==> src/rtl/rv32i_pkg.sv <==
// Shared definitions for the RV32I front end: fetch state encoding,
// PC increment and the default reset/timeout settings.
package rv32i_pkg;

  typedef enum logic [1:0] {
    ST_BOOT  = 2'd0,
    ST_FETCH = 2'd1,
    ST_HOLD  = 2'd2,
    ST_ERR   = 2'd3
  } fetch_state_e;

  localparam logic [31:0] PC_INC        = 32'd4;
  localparam logic [31:0] DEF_RESET_VEC = 32'h0000_0000;
  localparam logic [31:0] ZERO_WORD     = 32'h0000_0000;
  localparam int unsigned DEF_TIMEOUT   = 255;

  function automatic logic [31:0] align_word(input logic [31:0] addr);
    return {addr[31:2], 2'b00};
  endfunction

endpackage

==> src/rtl/fetch_ctrl_if.sv <==
// Instruction-memory request/response channel between the fetch
// controller (master) and the instruction memory (slave).
interface fetch_ctrl_if;

  logic        imem_req;
  logic [31:0] imem_addr;
  logic        imem_ack;
  logic [31:0] imem_rdata;

  modport master (
    output imem_req,
    output imem_addr,
    input  imem_ack,
    input  imem_rdata
  );

  modport slave (
    input  imem_req,
    input  imem_addr,
    output imem_ack,
    output imem_rdata
  );

endinterface

==> src/rtl/fetch_ctrl_redirect_mux.sv <==
// Selects the redirect target (trap over branch), word-aligns it and
// flags targets whose low address bits were non-zero.
module redirect_mux
  import rv32i_pkg::*;
(
  input  logic        trap,
  input  logic [31:0] trap_addr,
  input  logic        branch,
  input  logic [31:0] branch_addr,
  output logic        redir,
  output logic [31:0] redir_tgt,
  output logic        redir_misalign
);

  logic [31:0] raw_tgt;

  always_comb begin
    raw_tgt        = trap ? trap_addr : branch_addr;
    redir          = trap | branch;
    redir_tgt      = align_word(raw_tgt);
    redir_misalign = redir & (raw_tgt[1:0] != 2'b00);
  end

endmodule

==> src/rtl/fetch_ctrl.sv <==
// Instruction fetch controller: issues one word request at a time, presents
// fetched words to decode, and handles stalls, redirects and fetch timeouts.
module fetch_ctrl
  import rv32i_pkg::*;
#(
  parameter logic [31:0] RESET_VEC = DEF_RESET_VEC,
  parameter int unsigned TIMEOUT   = DEF_TIMEOUT
) (
  input  logic                clk,
  input  logic                rst,
  input  logic                branch,
  input  logic [31:0]         branch_addr,
  input  logic                trap,
  input  logic [31:0]         trap_addr,
  input  logic                stall,
  fetch_ctrl_if.master        imem,
  output logic                inst_valid,
  output logic [31:0]         inst,
  output logic [31:0]         inst_pc,
  output logic                misalign,
  output logic                fetch_err
);

  localparam int CNT_W = $clog2(TIMEOUT + 2);

  fetch_state_e state_q, state_d;
  logic [31:0]  pc_q, pc_d;
  logic [31:0]  pend_pc_q, pend_pc_d;
  logic         kill_q, kill_d;
  logic [CNT_W-1:0] wait_cnt_q, wait_cnt_d;
  logic         inst_valid_q, inst_valid_d;
  logic [31:0]  inst_q, inst_d;
  logic [31:0]  inst_pc_q, inst_pc_d;
  logic         misalign_q, misalign_d;
  logic         fetch_err_q, fetch_err_d;

  logic         req;
  logic         hold;
  logic         redir;
  logic [31:0]  redir_tgt;
  logic         redir_mis;

  redirect_mux u_redirect_mux (
    .trap           (trap),
    .trap_addr      (trap_addr),
    .branch         (branch),
    .branch_addr    (branch_addr),
    .redir          (redir),
    .redir_tgt      (redir_tgt),
    .redir_misalign (redir_mis)
  );

  // A presented word that decode refuses must not be overwritten, so no new request goes out.
  assign hold = inst_valid_q & stall;

  always_comb begin
    state_d      = state_q;
    pc_d         = pc_q;
    pend_pc_d    = pend_pc_q;
    kill_d       = kill_q;
    wait_cnt_d   = wait_cnt_q;
    inst_valid_d = 1'b0;
    inst_d       = inst_q;
    inst_pc_d    = inst_pc_q;
    misalign_d   = 1'b0;
    fetch_err_d  = fetch_err_q;
    req          = 1'b0;

    case (state_q)
      ST_BOOT: begin
        state_d = ST_FETCH;
      end

      ST_FETCH: begin
        if (hold) begin
          if (redir) begin
            pc_d       = redir_tgt;
            misalign_d = redir_mis;
          end else begin
            state_d      = ST_HOLD;
            inst_valid_d = 1'b1;
          end
        end else begin
          req = 1'b1;
          if (imem.imem_ack) begin
            wait_cnt_d = '0;
            kill_d     = 1'b0;
            if (redir) begin
              pc_d       = redir_tgt;
              misalign_d = redir_mis;
            end else if (kill_q) begin
              pc_d = pend_pc_q;
            end else begin
              inst_d       = imem.imem_rdata;
              inst_pc_d    = pc_q;
              inst_valid_d = 1'b1;
              pc_d         = pc_q + PC_INC;
            end
          end else begin
            // The request stays on the bus; the redirect is parked until its ack drains.
            wait_cnt_d = wait_cnt_q + 1'b1;
            if (redir) begin
              kill_d     = 1'b1;
              pend_pc_d  = redir_tgt;
              misalign_d = redir_mis;
            end
            if (wait_cnt_d > CNT_W'(TIMEOUT)) begin
              state_d     = ST_ERR;
              fetch_err_d = 1'b1;
            end
          end
        end
      end

      ST_HOLD: begin
        if (redir) begin
          pc_d       = redir_tgt;
          misalign_d = redir_mis;
          state_d    = ST_FETCH;
        end else if (!stall) begin
          state_d = ST_FETCH;
        end else begin
          inst_valid_d = 1'b1;
        end
      end

      ST_ERR: begin
        fetch_err_d = 1'b1;
      end
    endcase
  end

  always_ff @(posedge clk or negedge rst) begin
    if (!rst) begin
      state_q      <= ST_BOOT;
      pc_q         <= RESET_VEC;
      pend_pc_q    <= ZERO_WORD;
      kill_q       <= 1'b0;
      wait_cnt_q   <= '0;
      inst_valid_q <= 1'b0;
      inst_q       <= ZERO_WORD;
      inst_pc_q    <= ZERO_WORD;
      misalign_q   <= 1'b0;
      fetch_err_q  <= 1'b0;
    end else begin
      state_q      <= state_d;
      pc_q         <= pc_d;
      pend_pc_q    <= pend_pc_d;
      kill_q       <= kill_d;
      wait_cnt_q   <= wait_cnt_d;
      inst_valid_q <= inst_valid_d;
      inst_q       <= inst_d;
      inst_pc_q    <= inst_pc_d;
      misalign_q   <= misalign_d;
      fetch_err_q  <= fetch_err_d;
    end
  end

  assign imem.imem_req  = req;
  assign imem.imem_addr = pc_q;
  assign inst_valid     = inst_valid_q;
  assign inst           = inst_q;
  assign inst_pc        = inst_pc_q;
  assign misalign       = misalign_q;
  assign fetch_err      = fetch_err_q;

endmodule

==> src/flat_wrapper.sv <==
// flat-port wrapper written by rule: the top's interface ports become plain ports
module fetch_ctrl_flat import rv32i_pkg::*;
#(
  parameter logic [31:0] RESET_VEC = DEF_RESET_VEC,
  parameter int unsigned TIMEOUT   = DEF_TIMEOUT
)
  (clk, rst, branch, branch_addr, trap, trap_addr, stall, inst_valid, inst, inst_pc, misalign, fetch_err, imem_imem_req, imem_imem_addr, imem_imem_ack, imem_imem_rdata);
  fetch_ctrl_if imem_i ();
  input  logic clk;
  input  logic rst;
  input  logic branch;
  input  logic [31:0] branch_addr;
  input  logic trap;
  input  logic [31:0] trap_addr;
  input  logic stall;
  output logic inst_valid;
  output logic [31:0] inst;
  output logic [31:0] inst_pc;
  output logic misalign;
  output logic fetch_err;
  output wire logic [$bits(imem_i.imem_req)-1:0] imem_imem_req;
  output wire logic [$bits(imem_i.imem_addr)-1:0] imem_imem_addr;
  input wire logic [$bits(imem_i.imem_ack)-1:0] imem_imem_ack;
  input wire logic [$bits(imem_i.imem_rdata)-1:0] imem_imem_rdata;
  assign imem_imem_req = imem_i.imem_req;
  assign imem_imem_addr = imem_i.imem_addr;
  assign imem_i.imem_ack = imem_imem_ack;
  assign imem_i.imem_rdata = imem_imem_rdata;
  fetch_ctrl #(.RESET_VEC(RESET_VEC), .TIMEOUT(TIMEOUT)) u_core (.clk(clk), .rst(rst), .branch(branch), .branch_addr(branch_addr), .trap(trap), .trap_addr(trap_addr), .stall(stall), .imem(imem_i), .inst_valid(inst_valid), .inst(inst), .inst_pc(inst_pc), .misalign(misalign), .fetch_err(fetch_err));
endmodule
==> config.mk <==
export PLATFORM = sky130hd
export DESIGN_NAME = fetch_ctrl_flat
export DESIGN_NICKNAME = d
export VERILOG_FILES = /design/src/rtl/rv32i_pkg.sv /design/src/rtl/fetch_ctrl_if.sv /design/src/rtl/fetch_ctrl_redirect_mux.sv /design/src/rtl/fetch_ctrl.sv /design/src/flat_wrapper.sv
export SDC_FILE = /design/constraint.sdc
export NUM_CORES = 1
export LEC_CHECK = 0
export CAP_MARGIN = 20
export CORE_MARGIN = 1
export CORE_UTILIZATION = 53
export CTS_CLUSTER_SIZE = 28
export DETAILED_ROUTE_END_ITERATION = 8
export PLACE_DENSITY = 0.86
export REMOVE_ABC_BUFFERS = 1
export SYNTH_ARGS = -nofsm -noshare
export SYNTH_HDL_FRONTEND = slang
export SYNTH_SLANG_ARGS = --single-unit
==> constraint.sdc <==
create_clock -name clk -period 5.6 [get_ports clk]
set_input_delay 0.84 -clock clk [delete_from_list [all_inputs] [get_ports clk]]
set_output_delay 0.84 -clock clk [all_outputs]
set_load 0.05 [all_outputs]
======== Word-level counts from Yosys, hierarchy flattened ========
Index checks and enable logic that the tools add are counted.
storage, ports and cells
  register bits ........................... 141
  bits of input ports ..................... 102
  output and inout port bits .............. 100
  logic and storage cells ................. 78
operators by class
  $add $sub $neg .......................... 2
  magnitude comparators ................... 1
  eq/ne operators ......................... 11
  multiplexer cells ....................... 33
  bitwise logic cells ..................... 7
  reduce and logical (&&, ||, !) cells .... 14
operator list
  cell                     count
  $mux W32                 6
  $pmux W32 S2             1
  $add A32 B3 Y32 const B  1
  $mux W1                  16
  $mux W2                  6
  $reduce_and A5 Y1        2
  $add A9 B1 Y9 const B    1
  $gt A9 B8 Y1 const B     1
  $mux W9                  1
  $ne A3 B2 Y1 const B     3
  $reduce_and A4 Y1        2
  $reduce_bool A2 Y1       4
  $pmux W2 S3              1
  $eq A2 B2 Y1 const B     2
  $ne A2 B2 Y1 const B     2
  $not A1 Y1               4
  $pmux W1 S2              2
  $reduce_and A2 Y1        2
  $ne A3 B1 Y1 const B     1
  $ne A3 B3 Y1 const B     1
  $reduce_and A3 Y1        1
  $reduce_bool A3 Y1       1
  $and A1 B1 Y1            2
  $eq A2 B1 Y1 const B     1
  4 further kinds          4

======== Logic depth before layout (Yosys ltp) ========
  word-level depth ........................ 6
  mapped depth ............................ 9

======== By module ========
From an unflattened synthesis, not the netlist that was laid out.
unflattened totals
  cells, all modules ...................... 688
  area total of the unflattened synthesis .. 7,618.6 µm²
by module, submodules not included
  module        times used  cells an instance  area each (µm²)  seq. area each (µm²)
  fetch_ctrl    1           647                7,073.0          3,578.4
  redirect_mux  1           41                 545.5            0.0

======== Least setup slack after synthesis ========
Ideal clock, no wire load.
  path type ............................... input to register
  from .................................... input stall
  to ...................................... register u_core.pc_q[26] (netlist: u_core.imem.imem_addr[26])
  library setup time ...................... 0.070 ns
  arrival ................................. 2.292 ns
  required time ........................... 5.530 ns
  slack ................................... 3.238 ns
  stages on the path ...................... 6
  path buffers ............................ 1
  path through ............................ buf_4 > a2111o_1 > a2111oi_4 > nand2_1 > a31o_2 > nand3_1
on the way
  cells in the longest elaborated chain, start to end .. 3
  elaborated cells between the ends (all ways) .. 5
  those cells by class .................... eq/ne (1); mux (2); bitwise (1); reduce/logical (1)
ends and longest elaborated chain
  what                                               line                source
  start, declared                                    flat_wrapper.sv:15  input logic stall;
  $and A1 B1 Y1 *                                    fetch_ctrl.sv:54    assign hold = inst_valid_q & stall;
  $mux W32 or $ne A3 B2 Y1 (tied branches)           -
  $pmux W32 S2 or $reduce_and A2 Y1 (tied branches)  -
  end signal, assigned                               fetch_ctrl.sv:147   pc_q <= pc_d;
  end, declared                                      fetch_ctrl.sv:27    logic [31:0] pc_q, pc_d;
Mark *: on every way between the ends. The rest lies on a longest branch, timed or not.
A chain may end at the register's enable or synchronous reset.

======== Final worst setup path ========
  from .................................... input stall
  to ...................................... output imem_imem_req
on the way
  cells in the longest elaborated chain, start to end .. 3
ends and longest elaborated chain
  what           line                source
  $and A1 B1 Y1  fetch_ctrl.sv:54
  $mux W1        fetch_ctrl.sv:75    if (hold) begin
  $mux W1        fetch_ctrl.sv:69    case (state_q)
  end, declared  flat_wrapper.sv:21  output wire logic [$bits(imem_i.imem_req)-1:0] imem_imem_req;
No other way between the ends.

==> summary by stage <==
Clock tree
The total clock buffers created by CTS is 17. The number of instances resized during post-cts repair is 0. CTS built an H-tree with a depth of 4. The root buffer cell chosen for the clock tree is clkbuf_16.

No sink is reached through more buffers than the 2 on the longest clock path. The number of buffers inserted for hold repair after clock tree synthesis is 0. Buffers added to address setup during post-CTS repair amount to 0. Clock latency on the worst-skew pair, taken at its later pin, is 0.43 ns. The clock transition at the register clock pins on the worst setup and hold paths after CTS is 0.06 ns. The sink count of the clock tree is 141. TritonCTS built the clock tree.

Synth
The most used flip-flop cell after synthesis is dfrtp_1. The netlist area before placement is 7450 µm². The biggest area contributor in the post-synthesis netlist is dfrtp_1. The number of different library cells in the post-synthesis netlist is 74. The cell count after synthesis is 757. Sequential elements use 47.4% of the synthesized area. Yosys printed 0 warnings. The synthesized design contains 0 enable-type register cells.

Sorting the synthesized cells by area gives the leading types as dfrtp_1 (47%), mux2_2 (8.9%), o21ai_0 (4.5%), nand2_1 (4.1%), a21oi_1 (3.4%). For this run, asynchronously set or reset flops after synthesis account for 100%. In this run the mean area of a mapped cell was 9.84 µm². After synthesis the netlist holds a flip-flop and latch count of 141. The area share of the largest cell type after synthesis is 47.4%.

Detailed routing
The remaining routing DRC violations is 0. The final layout contains routed wiring with a total length of 21.8 mm. After the first detailed-routing iteration, the DRC count stood at 766. The antenna violation net count after detailed routing is 0. The via density per instance is 6.35. The first detailed-routing pass ran for 6 iterations. The detail-routed net length per standard cell is 19.4 µm. The number of vias after detailed routing is 7124.

Timing
The setup TNS is 0 ns. The number of max-slew violations in the final report is 0. The number of failing hold endpoints at the final stage is 0. Setup repair after global routing left no endpoint under its margin.

The worst path needs 3.76 ns of the cycle, external delays included. Based on the critical path, the design can be clocked at up to 266 MHz. The count of endpoints failing setup in the final report is 0. The actual slew at the worst max-slew pin is 1.07 ns. Across all hold checks on the routed design, the worst slack comes to 0.350 ns. The worst pin sits at a relative slew slack of 28.5%.

The setup clock skew after layout is 0.00797 ns. Dividing the final minimum period by the clock period gives 67.2%.

Worst setup path
The reg-to-reg startpoint is u_core.state_q[1]$_DFFE_PN0P_. The critical path is of the in -> out type. Data on the critical path is required at its endpoint by 4.76 ns. The data arrival time at the worst-slack endpoint is 2.92 ns. Setup slack on the worst reg-to-reg path comes out at 2.35 ns.

The worst register-to-register path ends at u_core.inst_pc[29]$_DFFE_PN0P_. The number of cells on the worst reg-to-reg path is 7. STA classifies the critical path startpoint as a primary input.

Of all nets on the critical path, the largest fanout is 21. The worst setup path is captured at an output pin.

Place
Detailed placement ended at an HPWL of 14.5 mm. The cell count after placement is 1089. The count of buffers from port buffering is 201. The final weighted congestion in routability-driven placement is 0.853.

GRT
The overall overflow remaining after global route is 0. The via count of the first global-routing pass is 6869. Entering global routing, the biggest net connects 115 pins. The number of antenna violations at the first check in global routing is 0.

The global router's overall resource usage is 30.9%. The first global-routing pass estimated 35.0 mm of wire.

Finish
The final instance count without filler cells is 1122. Cells fill 75.4% of the core in the end. In the final layout, the share of cells above drive strength 1 is 12.7%. The number of nets in the finished design is 1042. Relative to the synthesized area, the layout overhead comes to 36.2%. The number of antenna cells inserted is 0.

Pwr
The total power divided by cell area is 619 nW/µm². The highest ir drop seen on vdd is 0.000439 V. The leakage power summed over all cells is 4.21 nW. The total power is 6.27 mW.

Min path
In this run the worst hold path is classified as in -> async.

Floorplan
The y dimension of the die is 121 µm. 202 I/O pins were placed. The die covers 14500 µm².

In this run the horizontal extent of the chip is 121 µm. The floorplan has 42 rows. The initial utilization of the core area, before any placement, comes to 55.3%.

The area of the core region is 13500 µm².

Job
The number of max-cap violations is 0.

Status
The run finished with clean final reports.
-- per-stage QoR --
| step | setup WS, ns | area [µm²] |
|---|---|---|
| 6_report | 1.84 | 10100 |
| 5_1_grt | 1.75 | 10100 |
| 4_1_cts | 1.85 | 10100 |
| 3_5_place_dp | 1.63 | 9520 |
| 3_3_place_gp | 1.76 | 9520 |
| 2_1_floorplan | 1.20 | 7200 |
-- cell families after synthesis --
| family | after synthesis | synth area share (%) |
|---|---|---|
| mux | 66 | 9.86 |
| compound gates | 238 | 21.6 |
| buf+inv | 73 | 4.20 |
| simple gates | 230 | 15.5 |
| flops | 141 | 47.4 |
| xor+xnor | 2 | 0.235 |
| fa+ha+maj | 7 | 1.18 |
-- layer usage --
layer | vias to the layer above | global-route usage (%) | routed length (µm)
met5 | - | 0 | 0
met4 | 0 | 10.8 | 479
met3 | 59 | 7.59 | 2000
met2 | 431 | 49.9 | 10400
met1 | 3445 | 40.7 | 8900
li1 | 3189 | - | -
-- cells in the final DEF (no fill, tap or decap), types with 5 or more instances in the layout --
| cell | netlist | routed |
|---|---|---|
| or3_1 | 7 | 7 |
| a21oi_1 | 50 | 50 |
| o31ai_1 | 6 | 6 |
| nor3_1 | 13 | 13 |
| dfrtp_1 | 141 | 141 |
| and4_1 | 5 | 5 |
| a221o_1 | 7 | 7 |
| mux2i_1 | 7 | 7 |
| a31oi_1 | 7 | 7 |
| ha_1 | 7 | 7 |
| nand3_1 | 18 | 18 |
| nor2_1 | 35 | 35 |
| clkbuf_16 | 0 | 17 |
| inv_1 | 16 | 16 |
| mux2_2 | 59 | 59 |
| a221oi_1 | 6 | 6 |
| nor4_1 | 7 | 7 |
| o21ai_0 | 67 | 67 |
| o22ai_1 | 19 | 19 |
| nand4_1 | 15 | 15 |
| and3_1 | 16 | 16 |
| buf_4 | 4 | 10 |
| a22oi_1 | 9 | 9 |
| nor2b_1 | 7 | 7 |
| a22o_1 | 12 | 12 |
| nand2_1 | 81 | 81 |
| clkdlybuf4s50_1 | 0 | 198 |
-- sequential cells by signal (all words and copies together), names as in the netlist --
register / count
u_core.kill_q: 1
u_core.wait_cnt_q: 9
u_core.inst: 32
u_core.misalign: 1
u_core.pend_pc_q: 30
u_core.fetch_err: 1
u_core.imem.imem_addr: 32
u_core.state_q: 2
u_core.inst_valid: 1
u_core.inst_pc: 32
-- worst max-delay path, stage by stage --
cell             delay, ns
clkdlybuf4s50_1       0.67
a21bo_2               0.47
inv_2                 0.19
clkdlybuf4s50_1       0.76
-- worst max-delay path by stage --
stage	start	to	slack, ns	cells after the start
after floorplan	stall	u_core.inst[0]$_DFFE_PN0P_	1.20	4
after global placement	stall	u_core.inst_pc[31]$_DFFE_PN0P_	1.76	6
after detailed placement	stall	u_core.inst[25]$_DFFE_PN0P_	1.63	6
after CTS	stall	imem_imem_req	1.85	4
after global routing	stall	imem_imem_req	1.75	4
final	stall	imem_imem_req	1.84	4
-- power breakdown --
part,switching (mW),internal (mW)
sequential,0.431,1.46
clock,0.436,0.700
combinational,2.08,1.17
-- synthesized netlist by cell type (all sizes together) (5+ instances only) --
cell	count
a221oi	6
a21oi	51
mux2	59
nor2	37
a221o	7
or3	7
and3	16
o22ai	19
nor4	7
a22oi	9
a31oi	7
a22o	12
clkbuf	27
dfrtp	141
nand4	16
o31ai	6
o21ai	68
nand2	81
and4	5
nand3	19
nor2b	7
mux2i	7
and2	5
buf	29
nor3	13
inv	17
ha	7
-- area by class of cell --
type | instances | area [µm²]
fillers | 981 | 3310
repair buffers | 213 | 2130
clock buffers | 22 | 484
inverters | 17 | 63.8
clock inverters | 10 | 113
flip-flops and latches | 141 | 3530
multi-input cells | 543 | 3600
well taps | 176 | 220
Note: power is estimated with default switching activity, not from simulation.
